==> src/rtl/muldiv_pkg.sv <==
// Shared constants, state encoding and helpers for the multiply/divide sequencer.
package muldiv_pkg;

    localparam logic [5:0] FUNCT_MULT  = 6'b011000;
    localparam logic [5:0] FUNCT_MULTU = 6'b011001;
    localparam logic [5:0] FUNCT_DIV   = 6'b011010;
    localparam logic [5:0] FUNCT_DIVU  = 6'b011011;
    localparam logic [5:0] FUNCT_MTHI  = 6'b010001;
    localparam logic [5:0] FUNCT_MTLO  = 6'b010011;

    // Widest operand abs_val handles; callers zero-extend into it and truncate back.
    localparam int ABS_W = 64;

    typedef enum logic [1:0] {
        IDLE = 2'd0,
        MUL  = 2'd1,
        DIV  = 2'd2,
        FIX  = 2'd3
    } muldiv_state_t;

    function automatic logic [ABS_W-1:0] abs_val(input logic [ABS_W-1:0] v, input logic neg);
        return neg ? (~v + {{(ABS_W-1){1'b0}}, 1'b1}) : v;
    endfunction

endpackage

==> src/rtl/muldiv_seq_ctrl_div_step.sv <==
// One restoring-division step: shift in a dividend bit, subtract the divisor if it fits.
module div_step #(
    parameter int WIDTH = 32
) (
    input  logic [WIDTH-1:0] rem,
    input  logic             dvd_bit,
    input  logic [WIDTH-1:0] divisor,
    output logic [WIDTH-1:0] rem_next,
    output logic             q_bit
);

    logic [WIDTH:0]   shifted;
    logic [WIDTH-1:0] diff;

    assign shifted  = {rem, dvd_bit};
    assign q_bit    = (shifted >= {1'b0, divisor});
    // When the subtract is taken the result is below the divisor, so the low bits suffice.
    assign diff     = shifted[WIDTH-1:0] - divisor;
    assign rem_next = q_bit ? diff : shifted[WIDTH-1:0];

endmodule

==> src/rtl/muldiv_seq_ctrl.sv <==
// Iterative mult/div sequencer owning HI/LO for the execute stage.
// Build option MULDIV_FAST_MUL_EN: single-cycle multiplier replaces the shift-add MUL loop.
module muldiv_seq_ctrl
    import muldiv_pkg::*;
#(
    parameter int WIDTH = 32,
    parameter int CNT_W = $clog2(WIDTH)
) (
    input  logic             clk,
    input  logic             rst,
    input  logic             start,
    input  logic [5:0]       funct,
    input  logic [WIDTH-1:0] opa,
    input  logic [WIDTH-1:0] opb,
    input  logic             flush,
    output logic             busy,
    output logic             done,
    output logic [WIDTH-1:0] hi,
    output logic [WIDTH-1:0] lo
);

    muldiv_state_t      state, state_next;
    logic [CNT_W-1:0]   cnt;
    logic [2*WIDTH-1:0] acc;
    logic [WIDTH-1:0]   mcand, divisor, rem, quot;
    logic               sign_a, sign_b, op_div;

    logic               is_mul, is_div, is_sgn, is_mthi, is_mtlo;
    logic               go_mul, go_div, commit, busy_next, done_next;
    logic               wr_hi, wr_lo;
    logic               neg_a, neg_b;
    logic [WIDTH-1:0]   a_mag, b_mag;
    logic [WIDTH:0]     mul_sum;
    logic [WIDTH-1:0]   rem_nxt;
    logic               q_bit;
    logic [2*WIDTH-1:0] prod_fix;
    logic [WIDTH-1:0]   quot_fix, rem_fix;

    assign is_mul  = (funct == FUNCT_MULT) || (funct == FUNCT_MULTU);
    assign is_div  = (funct == FUNCT_DIV)  || (funct == FUNCT_DIVU);
    assign is_sgn  = (funct == FUNCT_MULT) || (funct == FUNCT_DIV);
    assign is_mthi = (funct == FUNCT_MTHI);
    assign is_mtlo = (funct == FUNCT_MTLO);

    assign neg_a = is_sgn & opa[WIDTH-1];
    assign neg_b = is_sgn & opb[WIDTH-1];
    assign a_mag = WIDTH'(abs_val(ABS_W'(opa), neg_a));
    assign b_mag = WIDTH'(abs_val(ABS_W'(opb), neg_b));

    assign mul_sum = {1'b0, acc[2*WIDTH-1:WIDTH]} + {1'b0, (acc[0] ? mcand : {WIDTH{1'b0}})};

    div_step #(.WIDTH(WIDTH)) u_div_step (
        .rem      (rem),
        .dvd_bit  (quot[WIDTH-1]),
        .divisor  (divisor),
        .rem_next (rem_nxt),
        .q_bit    (q_bit)
    );

    assign prod_fix = (sign_a ^ sign_b) ? (~acc + {{(2*WIDTH-1){1'b0}}, 1'b1}) : acc;
    assign quot_fix = (sign_a ^ sign_b) ? (~quot + {{(WIDTH-1){1'b0}}, 1'b1}) : quot;
    assign rem_fix  = sign_a ? (~rem + {{(WIDTH-1){1'b0}}, 1'b1}) : rem;

    always_ff @(posedge clk or posedge rst) begin
        if (rst) begin
            state <= IDLE;
            busy  <= 1'b0;
            done  <= 1'b0;
        end else begin
            state <= state_next;
            busy  <= busy_next;
            done  <= done_next;
        end
    end

    always_comb begin
        state_next = state;
        busy_next  = busy;
        done_next  = 1'b0;
        go_mul     = 1'b0;
        go_div     = 1'b0;
        commit     = 1'b0;
        wr_hi      = 1'b0;
        wr_lo      = 1'b0;
        if (flush) begin
            state_next = IDLE;
            busy_next  = 1'b0;
        end else begin
            case (state)
                IDLE: begin
                    if (start && is_mul) begin
                        go_mul    = 1'b1;
                        busy_next = 1'b1;
`ifdef MULDIV_FAST_MUL_EN
                        state_next = FIX;
`else
                        state_next = MUL;
`endif
                    end else if (start && is_div) begin
                        go_div     = 1'b1;
                        busy_next  = 1'b1;
                        state_next = DIV;
                    end else begin
                        wr_hi = start & is_mthi;
                        wr_lo = start & is_mtlo;
                    end
                end
                MUL, DIV: begin
                    if (cnt == '0) state_next = FIX;
                end
                FIX: begin
                    commit     = 1'b1;
                    busy_next  = 1'b0;
                    done_next  = 1'b1;
                    state_next = IDLE;
                end
                default: state_next = IDLE;
            endcase
        end
    end

    always_ff @(posedge clk or posedge rst) begin
        if (rst) begin
            cnt     <= '0;
            acc     <= '0;
            mcand   <= '0;
            divisor <= '0;
            rem     <= '0;
            quot    <= '0;
            sign_a  <= 1'b0;
            sign_b  <= 1'b0;
            op_div  <= 1'b0;
            hi      <= '0;
            lo      <= '0;
        end else begin
            if (go_mul || go_div) begin
                cnt    <= CNT_W'(WIDTH-1);
                sign_a <= neg_a;
                sign_b <= neg_b;
                op_div <= go_div;
            end
            if (go_mul) begin
`ifdef MULDIV_FAST_MUL_EN
                acc <= (2*WIDTH)'(a_mag) * (2*WIDTH)'(b_mag);
`else
                acc   <= {{WIDTH{1'b0}}, b_mag};
                mcand <= a_mag;
`endif
            end
            if (go_div) begin
                divisor <= b_mag;
                quot    <= a_mag;
                rem     <= '0;
            end
            if (!flush && (state == MUL || state == DIV) && cnt != '0)
                cnt <= cnt - CNT_W'(1);
            if (!flush && state == MUL)
                acc <= {mul_sum, acc[WIDTH-1:1]};
            if (!flush && state == DIV) begin
                rem  <= rem_nxt;
                quot <= {quot[WIDTH-2:0], q_bit};
            end
            if (wr_hi) hi <= opa;
            if (wr_lo) lo <= opa;
            if (commit) begin
                if (op_div) begin
                    hi <= rem_fix;
                    lo <= quot_fix;
                end else begin
                    hi <= prod_fix[2*WIDTH-1:WIDTH];
                    lo <= prod_fix[WIDTH-1:0];
                end
            end
        end
    end

endmodule

==> config.mk <==
export PLATFORM = sky130hd
export DESIGN_NAME = muldiv_seq_ctrl
export DESIGN_NICKNAME = d
export VERILOG_FILES = /design/src/rtl/muldiv_pkg.sv /design/src/rtl/muldiv_seq_ctrl_div_step.sv /design/src/rtl/muldiv_seq_ctrl.sv
export SDC_FILE = /design/constraint.sdc
export NUM_CORES = 1
export LEC_CHECK = 0
export CAP_MARGIN = 20
export CORE_MARGIN = 3
export CORE_UTILIZATION = 30
export CTS_CLUSTER_DIAMETER = 100
export DETAILED_ROUTE_END_ITERATION = 7
export GPL_TIMING_DRIVEN = 0
export PLACE_DENSITY_LB_ADDON = 0.08
export SYNTH_ARGS = -nofsm -noshare
export SYNTH_HDL_FRONTEND = slang
export SYNTH_SLANG_ARGS = --single-unit
==> constraint.sdc <==
create_clock -name clk -period 11 [get_ports clk]
set_input_delay 1.1 -clock clk [delete_from_list [all_inputs] [get_ports clk]]
set_output_delay 1.1 -clock clk [all_outputs]
set_load 0.03 [all_outputs]
==> flow_summary.ini <==
[layout]
diodes = 0
ff_latch_area_sq_mm = 0.006706
design_area_sq_mm = 0.02281
fillers = 6550
multi_input_area_sq_mm = 0.01153
fin_nets = 2629
drive_above_1_share_pct = 4.395
finish.utilization_pct = 36.70
area_growth_pct = 20.09

[yosys]
yosysWarnings = 0
synth_fa_ha_area_share_pct = 5.150
synth_edf_count = 0
ys_types = 78
syn_inst = 2294
yosys_most_used_dff = dfrtp_1
synth-xor-area-share_pct = 10.70
synth_seq_area_share_pct = 35.30
synth_nets = 2445
syn-cell-area_sq_mm = 0.01900
synth_seq_cells = 268
async_reset_ff_share_pct = 100.0
synth_top_family_by_area = compound AO/OA/AOI/OAI gates
synth-simple-area-share_pct = 18.90
avgSynthCellArea_sq_um = 8.281
synth-compound-area-share_pct = 22.94
synthMuxAreaShare_pct = 3.023

[timing]
rsz0062_at_grt = no
tightest_slew_ps = 1069
finalSetupViolations = 0
max_freq_mhz = 245.8
finalClockSkew_ps = 13.78
report.final.slew_viol_count = 0
fin_ws_ps = 6932
relSlewSlack_pct = 28.14
final_hold_viol_count = 0
timing.final.crit_share_pct = 36.98
min_period_ps = 4068

[global_routing]
grt_max_degree = 118
grt-ovfl-total = 0
antenna_found_initial = 2
grt_pass1_wl_um = 122400
grt_pass1_vias = 18190
grt_util_all_layers_pct = 24.64

[critical_path]
critPathLaunchType = flop
path_class = flop to flop
cp.arrival_ps = 4550
critical-path-top-delay-family = compound AO/OA/AOI/OAI gates
end_kind = flop
slowest_stage = dfrtp_1
regToRegSetupSlack_ps = 6930
path_buf_inv = 1
crit_chain = clkbuf_1, nand2_1, fa_1, nor2b_1, o2111ai_1, a21boi_0, o22ai_1, o31ai_1, o21ai_1, o21a_1, nand2b_1, a22oi_1
critPathMaxStageDelay_ps = 600
worstPathRequired_ps = 11480
crit_fanout = 10

[placement]
place_area_sq_mm = 0.02151
dp_hpwl_um = 66580
preCtsSetupSlack_ps = 6569
port_buffers = 136
gp_congestion = 0.9616

[routing]
wirelength_um = 83500
dr.pass1.iters = 6
ant_nets = 0
drc_errors = 0
vias_per_cell = 5.485
route.vias.total = 18320
drtIter0Drc = 1339
wire_per_inst_um = 25.00

[flow_run]
drv_cap = 0

[cts]
cts_tree = done
cts_hold_buf = 0
root_buffer = clkbuf_16
clock_path_buffers = 3
cts.repair.resized = 0
numCtsBuffers = 39
htreeDepth = 2
postCtsSetupBuffers = 0
path_clk_slew_ps = 60
clock-sinks = 268
clk_latency_ps = 560

[power]
switching_share_pct = 47.42
p_clk_share_pct = 20.1
ir_worst_vdd_v = 0.00009317
intPower_uw = 3440
p_leak_uw = 0.009498
pwr-share-seq_pct = 29.0
p_comb_share_pct = 50.9
switching_power_uw = 3102
cellPowerDensity_mw_per_mm2 = 286.7

[die]
rows = 91
fp.coreArea_sq_mm = 0.06217
die_w_um = 257.6
die_area_sq_mm = 0.06638
ioPinCount = 140
die_h_um = 257.6
initial_core_util_pct = 30.56

[worst_hold_path]
hold_class = flop to flop

[outcome]
outcome = finished, final reports clean
## flip-flops by register name (all words and copies together), names as in the netlist
| register | count |
|---|---|
| acc | 64 |
| busy | 1 |
| cnt | 5 |
| divisor | 32 |
| done | 1 |
| hi | 32 |
| lo | 32 |
| mcand | 32 |
| op_div | 1 |
| quot | 32 |
| rem | 32 |
| sign_a | 1 |
| sign_b | 1 |
| state | 2 |
## worst register-to-register path: stages (launching register included)
cell and delay (ps):
dfrtp_1 600, clkbuf_1 500, nand2_1 190, fa_1 470
nor2b_1 190, o2111ai_1 160, a21boi_0 290, o22ai_1 270
o31ai_1 540, o21ai_1 210, o21a_1 250, nand2b_1 140
a22oi_1 180
## synthesized netlist by cell type (4+ instances only)
cell	instances	area share, %
a211oi_1	17	0.67
a21boi_0	6	0.24
a21o_1	26	1.0
a21oi_1	147	3.9
a221o_1	7	0.37
a222oi_1	5	0.26
a22oi_1	50	2.0
a311oi_1	4	0.18
a31oi_1	57	1.9
a32oi_1	4	0.18
and2_1	43	1.4
and3_1	13	0.43
buf_1	9	0.18
clkbuf_1	114	2.3
dfrtp_1	268	35
ha_1	75	4.9
inv_1	73	1.4
mux2_2	9	0.53
mux2i_1	45	2.4
nand2_1	305	6.0
nand2b_1	18	0.59
nand3_1	60	1.6
nand3b_1	5	0.20
nand4_1	12	0.40
nor2_1	156	3.1
nor2b_1	17	0.56
nor3_1	46	1.2
nor3b_1	7	0.28
nor4_1	14	0.46
nor4_2	7	0.46
o211ai_1	28	1.1
o21a_1	9	0.36
o21ai_0	226	6.0
o21ai_1	29	0.76
o21bai_1	8	0.32
o221ai_1	6	0.28
o22ai_1	6	0.20
o31ai_1	28	1.1
o41ai_1	10	0.46
or2_2	8	0.26
or3_1	18	0.59
or4_1	11	0.43
or4_4	4	0.24
xnor2_1	112	5.2
xor2_1	120	5.5
## stage by stage
step	setup TNS (ps)	hold slack [ps]	power (uW)	cells
final	0	468.7	6542	3340
after global routing	0	496.5	6977	3340
after CTS	0	477.4	6550	3339
after detailed placement	0	464.7	5202	3273
after global placement	-496080	454.9	5178	3267
after floorplan	0	442.4	3967	2294
## kinds of logic (layout without fill, tap and decap cells)
| logic type | count (synthesis) | count (layout) |
|---|---|---|
| AND/OR/NAND/NOR | 757 | 757 |
| AO/OA/AOI/OAI | 705 | 705 |
| flip-flops | 268 | 268 |
| XOR/XNOR | 232 | 232 |
| buffers and inverters | 200 | 409 |
| adder cells (fa/ha/maj) | 77 | 77 |
| multiplexers | 55 | 55 |
## placed cells by master, fill, tap and decap left out, types with 26 or more instances in the layout
cell             synthesis  layout
nor2_1                 156     156
a21oi_1                147     147
and2_1                  43      43
inv_1                   73      72
ha_1                    75      75
o21ai_1                 29      29
o21ai_0                226     226
a21o_1                  26      26
mux2i_1                 45      45
dfrtp_1                268     268
a22oi_1                 50      50
o31ai_1                 28      28
clkdlybuf4s50_1          0     136
xor2_1                 120     120
xnor2_1                112     112
clkbuf_1               114     124
clkbuf_16                0      41
nand3_1                 60      60
o211ai_1                28      28
nor3_1                  46      46
a31oi_1                 57      57
nand2_1                305     305
## final cells by class
cell class / count / area share, %
Clock buffer: 58 / 5.084
Timing Repair Buffer: 143 / 6.395
Buffer: 126 / 2.101
Tap cell: 837 / 4.591
Inverter: 74 / 1.250
Sequential cell: 268 / 29.40
Clock inverter: 8 / 0.6252
Multi-Input combinational cell: 1826 / 50.56
## power by group through the flow
stage | combinational [uW] | sequential (uW) | clock (uW)
after CTS | 3320 | 1890 | 1340
after floorplan | 2110 | 1850 | 0
final | 3330 | 1900 | 1310
after detailed placement | 3300 | 1900 | 0
after global placement | 3280 | 1900 | 0
after global routing | 3650 | 1940 | 1380
## per-layer routing
metal	global-route usage, %	vias up	share of wire (%)
met5	0	-	0
met4	9.396	0	3.9
met3	2.795	128	4.7
met2	42.33	529	48
met1	31.78	9066	43
li1	-	8596	-
## final timing paths
path                              to  startpoint  depth (start not counted)
min reg2reg                mcand[16]   mcand[16]                          2
max                          acc[63]      acc[0]                         12
max reg2reg                  acc[63]      acc[0]                         12
min in group asynchronous      lo[5]         rst                          2
max in group asynchronous     cnt[3]         rst                          3
min                        mcand[16]   mcand[16]                          2
Note: power is estimated with default switching activity, not from simulation.
==> edit: new RTL, config.mk and constraints unchanged <==
`WIDTH` is set to 32 in 2 places; all go to 16.
--- a/src/rtl/muldiv_seq_ctrl_div_step.sv
+++ b/src/rtl/muldiv_seq_ctrl_div_step.sv
@@ -1,6 +1,6 @@
 // One restoring-division step: shift in a dividend bit, subtract the divisor if it fits.
 module div_step #(
-    parameter int WIDTH = 32
+    parameter int WIDTH = 16
 ) (
     input  logic [WIDTH-1:0] rem,
     input  logic             dvd_bit,
--- a/src/rtl/muldiv_seq_ctrl.sv
+++ b/src/rtl/muldiv_seq_ctrl.sv
@@ -3,7 +3,7 @@
 module muldiv_seq_ctrl
     import muldiv_pkg::*;
 #(
-    parameter int WIDTH = 32,
+    parameter int WIDTH = 16,
     parameter int CNT_W = $clog2(WIDTH)
 ) (
     input  logic             clk,
Interface: changed (resized hi, lo, opa and opb); port bits go from 140 to 76. No check against the original RTL was run, so the function may have changed too.
==> edit against the unedited design <==
  * Core utilization about the same
  * Power down 55%
  * Clock power down 56%
  * Sequential cell count down 129
  * Final area down 49%
  * Worst setup slack better by 0.25 ns
  * Synthesized area down 48%
  * Wire length down 56%
==> edit: results (changes against the unedited design) <==
Placement
  – Post-DP HPWL: 29.1 mm (was 66.6 mm)
  – Area after DPL: 11200 um2 (was 21500 um2)
  – I/O Buffers: 75 (was 136)
  – Pre-CTS WS: 6.82 ns (was 6.57 ns)
  – Final GP Congestion: 0.876 (was 0.962)
  – Placed cell count: 1696 (was 3273)

Global routing
  – Tot GR Track Use: 21.5% (was 24.6%)
  – Initial antenna violation count: 0 (was 2)
  – Largest net degree at the start of global routing: 106 (was 118)
  – Number of global-route vias before repair: 9069 (was 18.2k)
  – First-pass GRT wire length: 57.8 mm (was 122 mm)

Run status
  – Status: complete, no violations (unchanged)

Synth
  – Seq/Total Area, Yosys: 35.4% (was 35.3%)
  – Post-synthesis average cell area: 8.30 um2 (was 8.28 um2)
  – Synth cell count leaders: 139 x dfrtp_1, 136 x nand2_1, 127 x o21ai_0 (was 305 x nand2_1, 268 x dfrtp_1, 226 x o21ai_0)
  – Syn nets: 1271 (was 2445)
  – Synth top area cells: dfrtp_1 35%, o21ai_0 6.5%, ha_1 5.5%, nand2_1 5.2%, xor2_1 4.6% (was dfrtp_1 35%, nand2_1 6.0%, o21ai_0 6.0%, xor2_1 5.5%, xnor2_1 5.2%)
  – Synth cell types: 71 (was 78)

Critical path
  – Largest delay share family, worst path: simple AND/OR/NAND/NOR gates (was compound AO/OA/AOI/OAI gates)
  – CP max-delay cell: nor4_1 (was dfrtp_1)
  – Crit path DAT: 4.11 ns (was 4.55 ns)
  – Crit path largest cell delay: 0.72 ns (was 0.60 ns)
  – Critical path fanouts, max: 5 (was 10)

Route
  – Drt pass-1 iters: 5 (was 6)
  – Number of DRC markers in iteration 0: 892 (was 1339)
  – Routed wire length: 37.1 mm (was 83.5 mm)
  – Vias/cell: 5.35 (was 5.48)
  – WL/cell: 21.5 um (was 25.0 um)

Cells and area
  – # diodes: 0 (unchanged)
  – Nets: 1367 (was 2629)
  – Largest register FFs: 32 (was 64)
  – Fillers: 3337 (was 6550)
  – Layout cell share with drive strength beyond 1: 3.79% (was 4.39%)

Clock network
  – CTS buffer count: 17 (was 39)
  – Clock buffer depth: 2 (was 3)
  – H-Tree Depth: 4 (was 2)
  – Worst-Skew Late Latency: 0.44 ns (was 0.56 ns)

Timing
  – Slew HR: 37.5% (was 28.1%)
  – Clk_skew: 0.0116 ns (was 0.0138 ns)

Power and ir drop
  – Switching pwr: 1.34 mW (was 3.10 mW)
  – Worst VDD drop: 0.109 mV (was 0.0932 mV)
  – Leakage power: 4.93 nW (was 9.50 nW)
[edit: metal layers]
layer / vias up / GRT usage [%] / share of wire [%]
li1: 4445 / - / -
met1: 4477 / 32.8 / 51
met2: 288 / 31.6 / 42
met3: 37 / 2.89 / 4.7
met4: 0 / 5.79 / 1.8
met5: - / 0 / 0
[edit: path summary, 6_finish.rpt]
path,cells past startpoint,slack (ns),start,to
worst max-delay path,10,7.18,opa[0],quot[8]
max in group asynchronous,3,9.11,rst,acc[25]
worst min register to register,2,0.48,divisor[5],divisor[5]
worst max register to register,11,7.20,acc[0],acc[31]
min in group asynchronous,2,1.04,rst,rem[6]
worst min-delay path,2,0.48,divisor[5],divisor[5]
[edit: power groups by stage]
stage               registers [mW]  logic, mW  clock network (mW)
CTS                          0.910       1.45               0.589
finish                       0.913       1.45               0.575
detailed placement           0.918       1.44                   0
global route                 0.938       1.61               0.610
floorplan                    0.918      0.930                   0
global placement             0.917       1.43                   0
[edit: final cells by class]
| class | instances | area [um2] | area share [%] |
|---|---|---|---|
| Multi-Input combinational cell | 937 | 5940 | 50.6 |
| Sequential cell | 139 | 3480 | 29.6 |
| Timing Repair Buffer | 77 | 786 | 6.70 |
| Tap cell | 435 | 544 | 4.64 |
| Clock buffer | 26 | 509 | 4.34 |
| Buffer | 58 | 224 | 1.91 |
| Inverter | 50 | 195 | 1.66 |
| Clock inverter | 6 | 60.1 | 0.512 |
[edit: kinds of logic (layout without fill, tap and decap cells)]
group	after synthesis	after routing	share of synthesized area, %
buf+inv	108	217	4.19
mux	25	25	2.67
flops	139	139	35.4
xor+xnor	99	99	8.82
simple gates	396	396	19.6
fa+ha+maj	45	45	5.88
compound gates	372	372	23.4
[edit: worst min-delay path, cell delays in order, from the launching register on]
cell and delay [ns]:
dfrtp_1 0.34, nand2_1 0.04, o21ai_0 0.06
